<file path="src/rtl/key_edge_debouncer.sv">
// Key debouncer: two-flop synchronizer feeding a four-state stability FSM that
// produces a clean pressed level plus one-cycle press/release pulses.
module key_edge_debouncer #(
  parameter int CLK_FREQ_HZ = 50_000_000,
  parameter int DEBOUNCE_MS = 15,
  parameter bit ACTIVE_LOW  = 1'b1
) (
  input  logic clk,
  input  logic rst,
  input  logic key_in,
  output logic key_level,
  output logic key_rise,
  output logic key_fall
);

  localparam int N  = CLK_FREQ_HZ / 1000 * DEBOUNCE_MS;
  localparam int CW = (N > 2) ? $clog2(N) : 1;
  localparam logic [CW-1:0] CNT_LAST = CW'(N - 1);
  localparam logic RELEASED = ACTIVE_LOW ? 1'b1 : 1'b0;

  typedef enum logic [1:0] {
    IDLE         = 2'd0,
    PRESS_WAIT   = 2'd1,
    PRESSED      = 2'd2,
    RELEASE_WAIT = 2'd3
  } state_t;

  logic          sync1_reg;
  logic          sync2_reg;
  logic          pressed;
  state_t        state_reg;
  logic [CW-1:0] cnt_reg;

  // Sync flops reset to the idle pin level so reset never looks like a press.
  always_ff @(posedge clk or posedge rst) begin
    if (rst) begin
      sync1_reg <= RELEASED;
      sync2_reg <= RELEASED;
    end else begin
      sync1_reg <= key_in;
      sync2_reg <= sync1_reg;
    end
  end

  assign pressed = ACTIVE_LOW ? ~sync2_reg : sync2_reg;

  always_ff @(posedge clk or posedge rst) begin
    if (rst) begin
      state_reg <= IDLE;
      cnt_reg   <= '0;
      key_level <= 1'b0;
      key_rise  <= 1'b0;
      key_fall  <= 1'b0;
    end else begin
      key_rise <= 1'b0;
      key_fall <= 1'b0;
      case (state_reg)
        IDLE: begin
          if (pressed) begin
            state_reg <= PRESS_WAIT;
            cnt_reg   <= '0;
          end
        end
        PRESS_WAIT: begin
          if (!pressed) begin
            state_reg <= IDLE;
          end else if (cnt_reg == CNT_LAST) begin
            state_reg <= PRESSED;
            key_level <= 1'b1;
            key_rise  <= 1'b1;
          end else begin
            cnt_reg <= cnt_reg + 1'b1;
          end
        end
        PRESSED: begin
          if (!pressed) begin
            state_reg <= RELEASE_WAIT;
            cnt_reg   <= '0;
          end
        end
        RELEASE_WAIT: begin
          // A short return to pressed is a glitch: level stays high, no new rise.
          if (pressed) begin
            state_reg <= PRESSED;
          end else if (cnt_reg == CNT_LAST) begin
            state_reg <= IDLE;
            key_level <= 1'b0;
            key_fall  <= 1'b1;
          end else begin
            cnt_reg <= cnt_reg + 1'b1;
          end
        end
        default: state_reg <= IDLE;
      endcase
    end
  end

endmodule

</file>
<file path="config.mk">
export PLATFORM = sky130hd
export DESIGN_NAME = key_edge_debouncer
export DESIGN_NICKNAME = d
export VERILOG_FILES = /design/src/rtl/key_edge_debouncer.sv
export SDC_FILE = /design/constraint.sdc
export NUM_CORES = 1
export LEC_CHECK = 0
export BUFFER_PORTS_ARGS = -buffer_cell sky130_fd_sc_hd__buf_2
export CAP_MARGIN = 20
export CORE_AREA = 3 3 67 53
export CTS_CLUSTER_SIZE = 20
export DETAILED_ROUTE_END_ITERATION = 8
export DIE_AREA = 0 0 70 56
export MAX_ROUTING_LAYER = met4
export PLACE_DENSITY = 0.8
export SYNTH_ARGS = -nofsm -noshare
export SYNTH_HDL_FRONTEND = slang
export SYNTH_SLANG_ARGS = --single-unit
</file>
<file path="constraint.sdc">
create_clock -name clk -period 3.01 [get_ports clk]
set_clock_uncertainty 0.2 [all_clocks]
set_input_delay 0.1505 -clock clk [delete_from_list [all_inputs] [get_ports clk]]
set_output_delay 0.1505 -clock clk [all_outputs]
set_load 0.005 [all_outputs]
</file>
==> metrics.cfg <==
[sta]
rsz0062_at_grt=no
worstMarginPinSlew_ns=0.553
period_share_pct=75.6
maxSlewHeadroom_pct=63.1
postLayoutSetupSlackWorst_ns=0.734
setup_tns_ns=0
fin_crit_ns=2.28
drv_slew=0
fmax_ghz=0.439
final_hold_viol_count=0
setup_viol=0

[power]
ir_drop_uv=257
p_leak_uw=0.000729
p_per_area_mw_per_mm2=372
finalPower_uw=640

[cts]
htreeDepth=1
numCtsBuffers=3
clock-root-buffer=clkbuf_8
post-cts-setup-buffers=0
postCtsHoldBufs=2
cts_tree=yes
clock_path_buffers=2
clock_latency_ns=0.27
cts_resized=0
path_clk_slew_ns=0.09
cts_sinks=27

[routing]
wire_per_inst_um=17.7
first_iter_violations=219
drtPass1Iterations=5
vias_per_cell=6.72
ant_nets=0
wirelength_mm=3.56
drc=0
vias=1351

[global_routing]
first_global_vias=1267
antenna_found_initial=0
grt_pass1_wl_mm=6.16
grt_max_degree=28
gr-usage-all-layers_pct=19.9
overflow=0

[final_layout]
fill_cells=242
final_cells=201
post-route-util_pct=58.5
nets=168
antennaDiodeCount=0
drive_gt1_share_pct=15.3
syn2layout_area_growth_pct=7.35
largest_reg_flops=20

[yosys]
yosysMostFrequentCell=dfrtp_1
syn_area_per_cell_um2=10.1
yosys.cell_types.count=49
async_flop_share_pct=100
synth_top_cells_by_count=dfrtp_1 (25), nand2_1 (10), inv_1 (9)
synthFlopType=dfrtp_1
synth_edf_count=0
synth_area_leaders=dfrtp_1 (39%), mux2i_1 (4.4%), dfstp_2 (3.3%)
synth_warnings=0
ys_ff_latch=27
synth_nets=163
ys_seq_area_share_pct=42.4
synth_top_area_share_pct=39.1
yosysTopAreaCell=dfrtp_1
synthCells=159
syn_area_mm2=0.00160

[min_path]
hold_end=sync2_reg
holdCritStartpoint=sync1_reg
min_path_cells=0
hp-class=register to register

[floorplan]
core_area_mm2=0.00294
fp-row-count=17
initial_utilization_pct=54.5
die-area_mm2=0.00392
die_h_um=56
die_w_um=70
ios=6

[worst_setup_path]
rr_startpoint=cnt_reg[0]
reg2reg_slack_ns=0.73
cp_max_fo=11
cp.arrival_ns=2.24
path_class=register to register
required_ns=2.98
r2r_end=cnt_reg[4]
cp-end-kind=register
rr_worst_depth=6
cp-start-kind=register

[run_status]
status=finished, final reports clean

[placed_design]
numPortBuffers=5
dp_cells=194
dp_hpwl_mm=2.54
pre_cts_ws_ns=0.772
gp_congestion=0.957

[job]
maxCapViolCount=0

-- layer usage --
layer	track usage, %	up-vias	share of wire (%)	wire length, µm
met4	4.92	0	0.53	19
met2	25.4	77	43	1540
li1	-	623	-	-
met1	30.4	647	46	1650
met3	5.60	4	9.9	351
met5	-	-	0	0
-- critical path, cell delays in order, from the launching register on --
cell and delay (ns):
dfrtp_1 0.42, ha_1 0.23, and3_1 0.25, nand2_1 0.28, o21ai_4 0.38, inv_2 0.14, a32o_1 0.27
-- metrics by stage --
stage          instance area (µm²)  hold slack [ns]
2_1_floorplan                 1600          -0.0450
3_3_place_gp                  1620           0.0570
3_5_place_dp                  1620           0.0569
4_1_cts                       1690            0.165
5_1_grt                       1720            0.173
6_report                      1720            0.163
-- layout by cell type, fill, tap and decap left out, types with 6 or more instances in the layout --
cell type	synthesis	routed
dfrtp_1	25	25
inv_1	9	9
mux2i_1	7	7
nand2_1	10	10
nand3_1	6	6
nand4_1	7	7
nor2_1	8	8
-- logic make-up (layout without fill, tap and decap cells) --
family / after synthesis / after routing / share of synthesized area (%)
simple gates: 61 / 61 / 22.7
compound gates: 41 / 41 / 21.2
flops: 27 / 27 / 42.4
buf+inv: 20 / 24 / 6.33
mux: 7 / 7 / 4.38
xor+xnor: 2 / 2 / 2.27
fa+ha+maj: 1 / 1 / 0.782
-- area by class of cell --
type / count / area, µm² / area share, %
well taps: 38 / 47.5 / 2.77
repair buffers: 10 / 87.6 / 5.10
clock inverters: 1 / 5.00 / 0.291
flip-flops and latches: 27 / 678 / 39.5
clock buffers: 3 / 41.3 / 2.40
inverters: 10 / 37.5 / 2.18
multi-input cells: 112 / 821 / 47.8
-- how the worst max path moves through the flow --
stage | startpoint | end | slack, ns | depth (start not counted)
2_1_floorplan | cnt_reg[0] | cnt_reg[8] | 1.10 | 6
3_3_place_gp | cnt_reg[0] | cnt_reg[7] | 0.87 | 6
3_5_place_dp | cnt_reg[0] | cnt_reg[4] | 0.77 | 6
4_1_cts | cnt_reg[0] | cnt_reg[4] | 0.76 | 6
5_1_grt | cnt_reg[0] | cnt_reg[7] | 0.58 | 6
6_report | cnt_reg[0] | cnt_reg[4] | 0.73 | 6
-- power breakdown --
part,switching (µW),internal (µW),total [µW]
clock,110,92.7,203
combinational,33.8,22.3,56.1
sequential,9.96,371,381
Note: power is estimated with default switching activity, not from simulation.
